==> src/rtl/img_pkg.sv <==
// Shared types for the luminance binarisation stage.
package img_pkg;

    typedef enum logic [1:0] {
        MODE_FIXED = 2'd0,
        MODE_ADAPT = 2'd1,
        MODE_BAND  = 2'd2,
        MODE_INV   = 2'd3
    } img_mode_e;

    typedef enum logic [1:0] {
        IDLE,
        DIVIDE,
        UPDATE
    } bin_state_e;

    function automatic int img_data_w(input int pix_w);
        return 3 * pix_w;
    endfunction

endpackage

==> src/rtl/seq_divider.sv <==
// Unsigned restoring divider, one quotient bit per cycle, N_W cycles per run.
module seq_divider #(
    parameter int N_W = 28,
    parameter int D_W = 20
) (
    input  logic           clk,
    input  logic           reset,
    input  logic           start,
    input  logic           abort,
    input  logic [N_W-1:0] dividend,
    input  logic [D_W-1:0] divisor,
    output logic           busy,
    output logic           done,
    output logic [N_W-1:0] quotient
);

    localparam int SW = $clog2(N_W + 1);

    logic [D_W-1:0] rem;
    logic [D_W-1:0] dvs;
    logic [N_W-1:0] quo;
    logic [SW-1:0]  step;
    logic [D_W:0]   shifted;
    logic [D_W:0]   diff;
    logic           ge;

    assign shifted  = {rem, quo[N_W-1]};
    assign ge       = shifted >= {1'b0, dvs};
    assign diff     = shifted - {1'b0, dvs};
    assign quotient = quo;

    always_ff @(posedge clk or posedge reset) begin
        if (reset) begin
            rem  <= '0;
            dvs  <= '0;
            quo  <= '0;
            step <= '0;
            busy <= 1'b0;
            done <= 1'b0;
        end else if (start) begin
            rem  <= '0;
            dvs  <= divisor;
            quo  <= dividend;
            step <= '0;
            busy <= 1'b1;
            done <= 1'b0;
        end else if (abort) begin
            busy <= 1'b0;
            done <= 1'b0;
        end else if (busy) begin
            rem  <= ge ? diff[D_W-1:0] : shifted[D_W-1:0];
            quo  <= {quo[N_W-2:0], ge};
            step <= step + 1'b1;
            if (step == SW'(N_W - 1)) begin
                busy <= 1'b0;
                done <= 1'b1;
            end
        end else begin
            done <= 1'b0;
        end
    end

endmodule

==> src/rtl/img_binary_adaptive.sv <==
// Y-channel binariser: fixed, adaptive (previous-frame mean), band, inverted.
// Optional hysteresis on modes 0/1/3 with IMG_BIN_HYST_EN.
module img_binary_adaptive
    import img_pkg::*;
#(
    parameter int PIX_W       = 8,
    parameter int MAX_PIXELS  = 921600,
    parameter int THRESH_INIT = 127,
    parameter int HYST        = 4
) (
    input  logic                         clk,
    input  logic                         reset,
    input  logic                         frame_start_i,
    input  logic [img_data_w(PIX_W)-1:0] img_data_i,
    input  logic                         valid_i,
    input  logic [1:0]                   cfg_mode,
    input  logic [PIX_W-1:0]             cfg_thresh,
    input  logic [PIX_W-1:0]             cfg_thresh_hi,
    input  logic [PIX_W:0]               cfg_offset,
    output logic [img_data_w(PIX_W)-1:0] img_data_o,
    output logic                         valid_o,
    output logic [PIX_W-1:0]             thresh_o,
    output logic                         busy_o
);

    localparam int DW    = img_data_w(PIX_W);
    localparam int CNT_W = $clog2(MAX_PIXELS + 1);
    localparam int SUM_W = PIX_W + CNT_W;
    localparam int EXT   = SUM_W + 2;
    localparam logic [PIX_W-1:0] PIX_MAX = '1;
`ifdef IMG_BIN_HYST_EN
    localparam bit HYST_ON = 1'b1;
`else
    localparam bit HYST_ON = 1'b0;
`endif

    logic [PIX_W-1:0] y;
    logic             unused_uv;
    logic [PIX_W-1:0] adapt_thr;
    logic [PIX_W-1:0] sel_thr;

    assign y         = img_data_i[DW-1 -: PIX_W];
    assign unused_uv = ^img_data_i[DW-PIX_W-1:0];
    assign thresh_o  = adapt_thr;

    always_comb begin
        sel_thr = cfg_thresh;
        if (img_mode_e'(cfg_mode) == MODE_ADAPT)
            sel_thr = adapt_thr;
    end

    logic             s1_valid;
    logic [PIX_W-1:0] s1_y;
    img_mode_e        s1_mode;
    logic [PIX_W-1:0] s1_thr;
    logic [PIX_W-1:0] s1_hi;

    always_ff @(posedge clk or posedge reset) begin
        if (reset) begin
            s1_valid <= 1'b0;
            s1_y     <= '0;
            s1_mode  <= MODE_FIXED;
            s1_thr   <= '0;
            s1_hi    <= '0;
        end else begin
            s1_valid <= valid_i;
            if (valid_i) begin
                s1_y    <= y;
                s1_mode <= img_mode_e'(cfg_mode);
                s1_thr  <= sel_thr;
                s1_hi   <= cfg_thresh_hi;
            end
        end
    end

    logic             prev_bin;
    logic [PIX_W:0]   thr_up;
    logic [PIX_W-1:0] thr_hi;
    logic [PIX_W-1:0] thr_lo;
    logic [PIX_W-1:0] thr_eff;
    logic             bin;

    assign thr_up = {1'b0, s1_thr} + (PIX_W+1)'(HYST);
    assign thr_hi = (thr_up > {1'b0, PIX_MAX}) ? PIX_MAX
                                                : thr_up[PIX_W-1:0];
    assign thr_lo = (s1_thr < PIX_W'(HYST)) ? '0
                                             : s1_thr - PIX_W'(HYST);

    always_comb begin
        thr_eff = s1_thr;
        if (HYST_ON)
            thr_eff = prev_bin ? thr_lo : thr_hi;
    end

    always_comb begin
        bin = 1'b0;
        unique case (s1_mode)
            MODE_FIXED,
            MODE_ADAPT: bin = s1_y > thr_eff;
            MODE_BAND:  bin = (s1_thr < s1_hi) && (s1_y > s1_thr)
                              && (s1_y <= s1_hi);
            MODE_INV:   bin = s1_y <= thr_eff;
            default:    bin = 1'b0;
        endcase
    end

    always_ff @(posedge clk or posedge reset) begin
        if (reset) begin
            valid_o    <= 1'b0;
            img_data_o <= '0;
        end else begin
            valid_o <= s1_valid;
            if (s1_valid)
                img_data_o <= {DW{bin}};
        end
    end

    // A new frame forgets the last decision so hysteresis starts low.
    always_ff @(posedge clk or posedge reset) begin
        if (reset)
            prev_bin <= 1'b0;
        else if (frame_start_i)
            prev_bin <= 1'b0;
        else if (s1_valid)
            prev_bin <= bin;
    end

    logic [SUM_W-1:0] sum;
    logic [CNT_W-1:0] cnt;

    always_ff @(posedge clk or posedge reset) begin
        if (reset) begin
            sum <= '0;
            cnt <= '0;
        end else if (frame_start_i) begin
            sum <= '0;
            cnt <= '0;
        end else if (valid_i && (cnt != CNT_W'(MAX_PIXELS))) begin
            sum <= sum + SUM_W'(y);
            cnt <= cnt + 1'b1;
        end
    end

    bin_state_e       state;
    logic             div_start;
    logic             div_abort;
    logic             div_busy;
    logic             div_done;
    logic [SUM_W-1:0] div_q;

    assign div_start = frame_start_i && (cnt != '0);
    assign div_abort = frame_start_i && (state != IDLE);
    assign busy_o    = div_busy;

    seq_divider #(
        .N_W(SUM_W),
        .D_W(CNT_W)
    ) u_div (
        .clk     (clk),
        .reset   (reset),
        .start   (div_start),
        .abort   (div_abort),
        .dividend(sum),
        .divisor (cnt),
        .busy    (div_busy),
        .done    (div_done),
        .quotient(div_q)
    );

    logic signed [EXT-1:0] thr_sum;
    logic [PIX_W-1:0]      thr_clamp;

    assign thr_sum = $signed({2'b00, div_q})
                   + $signed({{(EXT-PIX_W-1){cfg_offset[PIX_W]}}, cfg_offset});

    always_comb begin
        thr_clamp = thr_sum[PIX_W-1:0];
        if (thr_sum[EXT-1])
            thr_clamp = '0;
        else if (|thr_sum[EXT-2:PIX_W])
            thr_clamp = PIX_MAX;
    end

    always_ff @(posedge clk or posedge reset) begin
        if (reset) begin
            state     <= IDLE;
            adapt_thr <= PIX_W'(THRESH_INIT);
        end else begin
            unique case (state)
                IDLE: begin
                    if (div_start)
                        state <= DIVIDE;
                end
                DIVIDE: begin
                    if (frame_start_i)
                        state <= div_start ? DIVIDE : IDLE;
                    else if (div_done)
                        state <= UPDATE;
                end
                UPDATE: begin
                    if (frame_start_i) begin
                        state <= div_start ? DIVIDE : IDLE;
                    end else begin
                        adapt_thr <= thr_clamp;
                        state     <= IDLE;
                    end
                end
                default: state <= IDLE;
            endcase
        end
    end

endmodule

==> config.mk <==
export PLATFORM = sky130hd
export DESIGN_NAME = img_binary_adaptive
export DESIGN_NICKNAME = d
export VERILOG_FILES = /design/src/rtl/img_pkg.sv /design/src/rtl/seq_divider.sv /design/src/rtl/img_binary_adaptive.sv
export SDC_FILE = /design/constraint.sdc
export NUM_CORES = 1
export LEC_CHECK = 0
export ABC_AREA = 1
export BUFFER_PORTS_ARGS = -buffer_cell sky130_fd_sc_hd__buf_2
export CORE_MARGIN = 4
export CORE_UTILIZATION = 30
export DETAILED_ROUTE_END_ITERATION = 16
export HOLD_SLACK_MARGIN = 0.12
export PLACE_DENSITY = 0.55
export SLEW_MARGIN = 20
export SYNTH_ARGS = -nofsm -noshare
export SYNTH_HDL_FRONTEND = slang
export SYNTH_HIERARCHICAL = 1
export SYNTH_SLANG_ARGS = --single-unit
==> constraint.sdc <==
create_clock -name clk -period 4.7 [get_ports clk]
set_clock_uncertainty 0.05 [all_clocks]
set_input_delay 0.47 -clock clk [delete_from_list [all_inputs] [get_ports clk]]
set_output_delay 0.47 -clock clk [all_outputs]
set_load 0.05 [all_outputs]
# After elaboration in Yosys (flattened, before gate mapping)
# Cells that the tools add are included.
[word_totals]
output_inout_bits = 34
in_bits = 55
reg_bits = 162
elab_cells = 88
[classes]
n_addsub = 5
n_eq_ne = 12
bitwise_logic = 1
n_reduce_logical = 16
n_mux = 32
magnitude_cmp = 5
[ops]
columns = ["cell", "count"]
rows = [
  ["2-to-1 mux 28 bit", 5],
  ["2-to-1 mux 20 bit", 6],
  ["adder 29 x 9 -> 30 bit", 1],
  ["adder 28 x 8 -> 28 bit", 1],
  ["2-to-1 mux 8 bit", 3],
  ["greater-or-equal comparator 21 x 20 -> 1 bit", 1],
  ["OR reduction 21 bit", 1],
  ["adder 20 x 1 -> 20 bit (second input constant)", 1],
  ["inequality test 20 bit (second input constant)", 1],
  ["nonzero test 20 bit", 1],
  ["subtractor 20 bit", 1],
  ["<= comparator 8 bit", 2],
  ["2-to-1 mux 5 bit", 3],
  ["2-to-1 mux 1 bit", 10],
  ["> comparator 8 bit", 1],
  ["less-than comparator 8 bit", 1],
  ["equality test 2 x 1 -> 1 bit (second input constant)", 3],
  ["equality test 2 bit (second input constant)", 3],
  ["2-to-1 mux 2 bit", 3],
  ["one-hot mux 2 bit (3 select lines)", 1],
  ["AND reduction 2 bit", 3],
  ["nonzero test 2 bit", 3],
  ["adder 5 x 1 -> 5 bit (second input constant)", 1],
  ["equality test 5 bit (second input constant)", 1],
  ["other kinds (8)", 14],
]

# Longest topological paths before layout
[depth]
ltp_word = 5
mapped_depth = 17

# By module
# Netlist, hierarchy kept.
[modules_own_cells]
columns = ["mod", "n_inst", "area_each_um2", "cells_per_inst"]
rows = [
  ["img_binary_adaptive", 1, 7542.2, 1141],
  ["seq_divider", 1, 4765.8, 646],
]

# Least setup slack after synthesis
# Ideal clock, no wire load.
[synth_path]
path_kind = "input -> register"
start = "input cfg_offset[0]"
end = "register adapt_thr[7] (netlist: thresh_o[7])"
setup_slack_ns = 2.267
stages = 15
setup_time_ns = 0.118
t_arrival_ns = 2.265
n_path_buf = 0
required_ns = 4.532
path_cell_list = "ha_1 fa_1 nand3_1 nand3_2 nand2_1 nand2_2 nand2_1 nand2_1 xor2_1 nor2_1 nand2_1 nor2_2 nand4_1 nand2_1 nand2_1"
[synth_via]
elab_chain_len = 4
[synth_rtl]
columns = ["item", "line", "text"]
rows = [
  ["start, declared", "img_binary_adaptive.sv:19", "input logic [PIX_W:0] cfg_offset,"],
  ["adder 29 x 9 -> 30 bit (*)", "img_binary_adaptive.sv:174", "+ $signed({{(EXT-PIX_W-1){cfg_offset[PIX_W]}}, cfg_offset});"],
  ["OR reduction 21 bit", "img_binary_adaptive.sv:180", "else if (|thr_sum[EXT-2:PIX_W])"],
  ["2-to-1 mux 8 bit", "img_binary_adaptive.sv:180", ""],
  ["2-to-1 mux 8 bit (*)", "img_binary_adaptive.sv:178", "if (thr_sum[EXT-1])"],
  ["end signal, assigned", "img_binary_adaptive.sv:187", "adapt_thr <= PIX_W'(THRESH_INIT);"],
  ["end signal, assigned", "img_binary_adaptive.sv:204", "adapt_thr <= thr_clamp;"],
  ["end, declared", "img_binary_adaptive.sv:39", "logic [PIX_W-1:0] adapt_thr;"],
]
# Mark *: on every way between the ends. The rest lies on a longest branch, timed or not.
# A chain may end at the register's enable or synchronous reset.

# Final worst setup path
[layout_path]
start = "register u_div.quo[0] (netlist: u_div/quotient[0])"
end = "register adapt_thr[7] (netlist: thresh_o[7])"
[layout_via]
elab_chain_len = 4
[layout_rtl]
columns = ["item", "line", "text"]
rows = [
  ["start, declared", "seq_divider.sv:21", "logic [N_W-1:0] quo;"],
  ["start signal, assigned", "seq_divider.sv:43", "quo <= dividend;"],
  ["start signal, assigned", "seq_divider.sv:52", "quo <= {quo[N_W-2:0], ge};"],
  ["adder 29 x 9 -> 30 bit (*)", "img_binary_adaptive.sv:174", ""],
  ["OR reduction 21 bit", "img_binary_adaptive.sv:180", ""],
  ["2-to-1 mux 8 bit", "img_binary_adaptive.sv:180", ""],
  ["2-to-1 mux 8 bit (*)", "img_binary_adaptive.sv:178", ""],
]
# Marks and branches as above.

==> impl_metrics.yaml <==
routing:
  first_pass_iters: 5
  final_antenna_net_count: 0
  route.met3.wl_um: 795
  highest-signal-layer: "met4"
  vias: 11100
  dr_wl_met2_um: 15000
  wl_um: 32400
  wl_per_cell_um: 13.7
  vias_per_cell: 4.69
  wl_met1_um: 15900
  drt_iter0_markers: 642
  drc: 0
logic_synthesis:
  ys_warn_count: 6
  synth.net_count: 1928
  yosys.area.top_type: "dfrtp_1"
  ys_types: 55
  async_reset_ff_share_pct: 100
  synthCells: 1787
  synth_area_um2: 12300
  netlist.area_leader.share_pct: 31.5
  synth_ff_type: "dfrtp_1"
  avgSynthCellArea_um2: 6.89
  synthTopCellsByArea: "dfrtp_1, nand2_1, inv_1"
  synth_seq_cells: 162
  synth_edf_count: 0
  yosysSeqAreaShare_pct: 33.0
finish:
  utilization_pct: 34.0
  layout-drive-gt1-share_pct: 11.1
  stdcell_area_um2: 13700
  nFillCells: 4385
  nNetsFinal: 1972
  areaGrowthSynthToFinish_pct: 11.0
  finalNonFillerCells: 2369
  diodes: 0
clock_network:
  cts.sinks: 162
  cts.root.buffer_cell: "clkbuf_16"
  cts_tree: "built"
  cts_buffer_depth: 2
  clkLatencyLatePin_ns: 0.44
  cts.clk_slew.worst_paths_ns: 0.07
  ctsResizeCount: 0
  cts_inserted_buffers: 17
  cts_max_level: 4
setup_path:
  cp-endpoint: "thresh_o[7]"
  worstReg2RegEnd: "thresh_o[7]"
  worst_setup_path_start_kind: "flop"
  r2r_start: "u_div/quotient[0]"
  cp_cell_sequence: "ha_1, fa_1, nand3_1, nand3_2, nand2_1, nand2_2, nand2_1, nand2_1, xor2_1, nor2_1, nand2_1, nor2_2, nand4_1, nand2_1, nand2_1"
  path_class: "reg2reg"
  crit_arrival_ns: 3.01
  worstSetupEndpointType: "flop"
  required_ns: 4.97
  crit_path_start: "u_div/quotient[0]"
  cpPeakStageDelay_ns: 0.44
  rrSetupSlack_ns: 1.96
  reg2reg_depth: 15
  cpMostUsedCell: "nand2_1"
  crit_path_max_fanout: 8
  crit_path_top_delay_cell: "fa_1"
floorplanning:
  core_area_um2: 40200
  initial_core_util_pct: 30.6
  rows: 73
  die_x_um: 211
  pin_count: 89
  die_h_um: 211
  die-area_um2: 44300
sta:
  max_slew_margin_pct: 46.3
  rsz0062_at_grt: "false"
  min_period_ns: 2.74
  setup_viol: 0
  finalHoldViolCount: 0
  fin_tns_setup_ns: 0
  hold_ws_ns: 0.189
  max_clock_freq_mhz: 365
  tightest_slew_ns: 0.805
  period_share_pct: 58.4
  slew_violations: 0
pwr:
  p_sw_uw: 3130
  power_density_nw_per_um2: 489
  comb_power_share_pct: 52.0
  power.leakage_uw: 0.00694
  peakVddDrop_uv: 353
  p_seq_share_pct: 26.3
  p_int_uw: 3550
  p_sw_share_pct: 46.8
  clockPowerShare_pct: 21.6
grt:
  grt_pass1_vias: 10700
  globalRoute.totalOverflow: 0
  antenna_found_initial: 0
  grtUsageTotal_pct: 14.5
  grt_max_degree: 71
  grt_pass1_wl_um: 53200
place:
  dpl.hpwl_um: 25300
  place_area_um2: 13100
  routabilityCongestion: 0.869
  place.port_buffers: 72
  dp_cells: 2336
worst_hold_path:
  min_path_type: "in2reg"
job:
  max_cap_viol_count: 0
status:
  run_status: "completed"
power groups by stage:
stage / combinational [µW] / sequential, µW / clock [µW]
2_1_floorplan: 2810 / 1770 / 0
6_report: 3470 / 1760 / 1440
3_3_place_gp: 3440 / 1780 / 0
5_1_grt: 3950 / 1780 / 1550
4_1_cts: 3490 / 1760 / 1500
3_5_place_dp: 3480 / 1780 / 0
through the flow:
| stage | power [µW] | setup WS, ns |
|---|---|---|
| after floorplan | 4580 | 1.94 |
| after global placement | 5230 | 1.66 |
| after detailed placement | 5260 | 1.64 |
| after CTS | 6740 | 1.96 |
| after global routing | 7280 | 1.74 |
| final | 6670 | 1.96 |
critical path, delay by kind of cell, from the launching register on:
family	cells	cell delay [ns]
simple gates	12	1.33
fa+ha+maj	2	0.68
flops	1	0.41
xor+xnor	1	0.16
registers in the layout (all words and copies together), names as in the netlist, 2 cells and up:
name and flops:
sum 28, u_div/quotient 28, cnt 20, u_div/dvs 20, u_div/rem 20, s1_hi 8, s1_thr 8, s1_y 8
thresh_o 8, u_div/step 5, s1_mode 2, state 2
cells in the final DEF (no fill, tap or decap), types with 13 or more instances in the layout:
cell / count
nor2_1: 117
nand4_1: 36
o221ai_1: 25
o21ai_0: 77
nand2_2: 17
inv_1: 287
nand2_1: 547
buf_2: 72
clkbuf_16: 17
xnor2_1: 19
dfrtp_1: 155
a21oi_1: 69
nor3_1: 31
inv_2: 22
ha_1: 83
nand3_1: 106
nand3b_1: 13
nor2_2: 14
worst min-delay path by stage:
stage	slack (ns)	endpoint	startpoint	cells past startpoint
4_1_cts	0.17	s1_hi[2]	cfg_thresh_hi[2]	3
2_1_floorplan	0.32	valid_o	s1_valid	0
3_5_place_dp	0.33	valid_o	s1_valid	0
6_report	0.19	s1_hi[2]	cfg_thresh_hi[2]	3
3_3_place_gp	0.34	valid_o	s1_valid	0
5_1_grt	0.19	s1_hi[3]	cfg_thresh_hi[3]	3
cell usage after synthesis (17+ instances only):
master      n
nand2_1   547
inv_1     290
dfrtp_1   155
nor2_1    117
nand3_1   106
ha_1       83
o21ai_0    77
a21oi_1    69
nand4_1    36
nor3_1     31
o221ai_1   25
buf_4      24
clkbuf_1   20
inv_2      20
xnor2_1    19
nand2_2    17
what timing repair did:
item,in CTS,in global routing
endpoints found under the hold margin,5,0
hold buffers,1,0
setup buffers,0,0
cell families (layout without fill, tap and decap cells):
| logic type | Yosys count | count (layout) | share of synthesized area (%) |
|---|---|---|---|
| and+or+nand+nor | 917 | 917 | 32.8 |
| buffers and inverters | 370 | 427 | 12.2 |
| AOI/OAI and AO/OA | 217 | 217 | 10.4 |
| DFF | 162 | 162 | 33.0 |
| adders and majority gates | 86 | 86 | 8.93 |
| xor gates and xnor gates | 28 | 28 | 1.99 |
| muxes | 7 | 7 | 0.640 |
area by class of cell:
class / instances / area [µm²] / area share [%]
clock inverter: 12 / 145 / 1.06
sequential: 162 / 4060 / 29.7
multi-input combinational: 1255 / 6740 / 49.3
clock buffer: 20 / 447 / 3.27
tap: 525 / 657 / 4.81
timing repair buffer: 82 / 438 / 3.21
inverter: 313 / 1180 / 8.61
per-layer routing:
layer,up-vias,global-route usage (%)
met4,0,4.56
li1,5790,-
met3,43,2.26
met1,5145,19.6
met5,-,0
met2,139,23.8
Power figures use the tool's default switching activity.
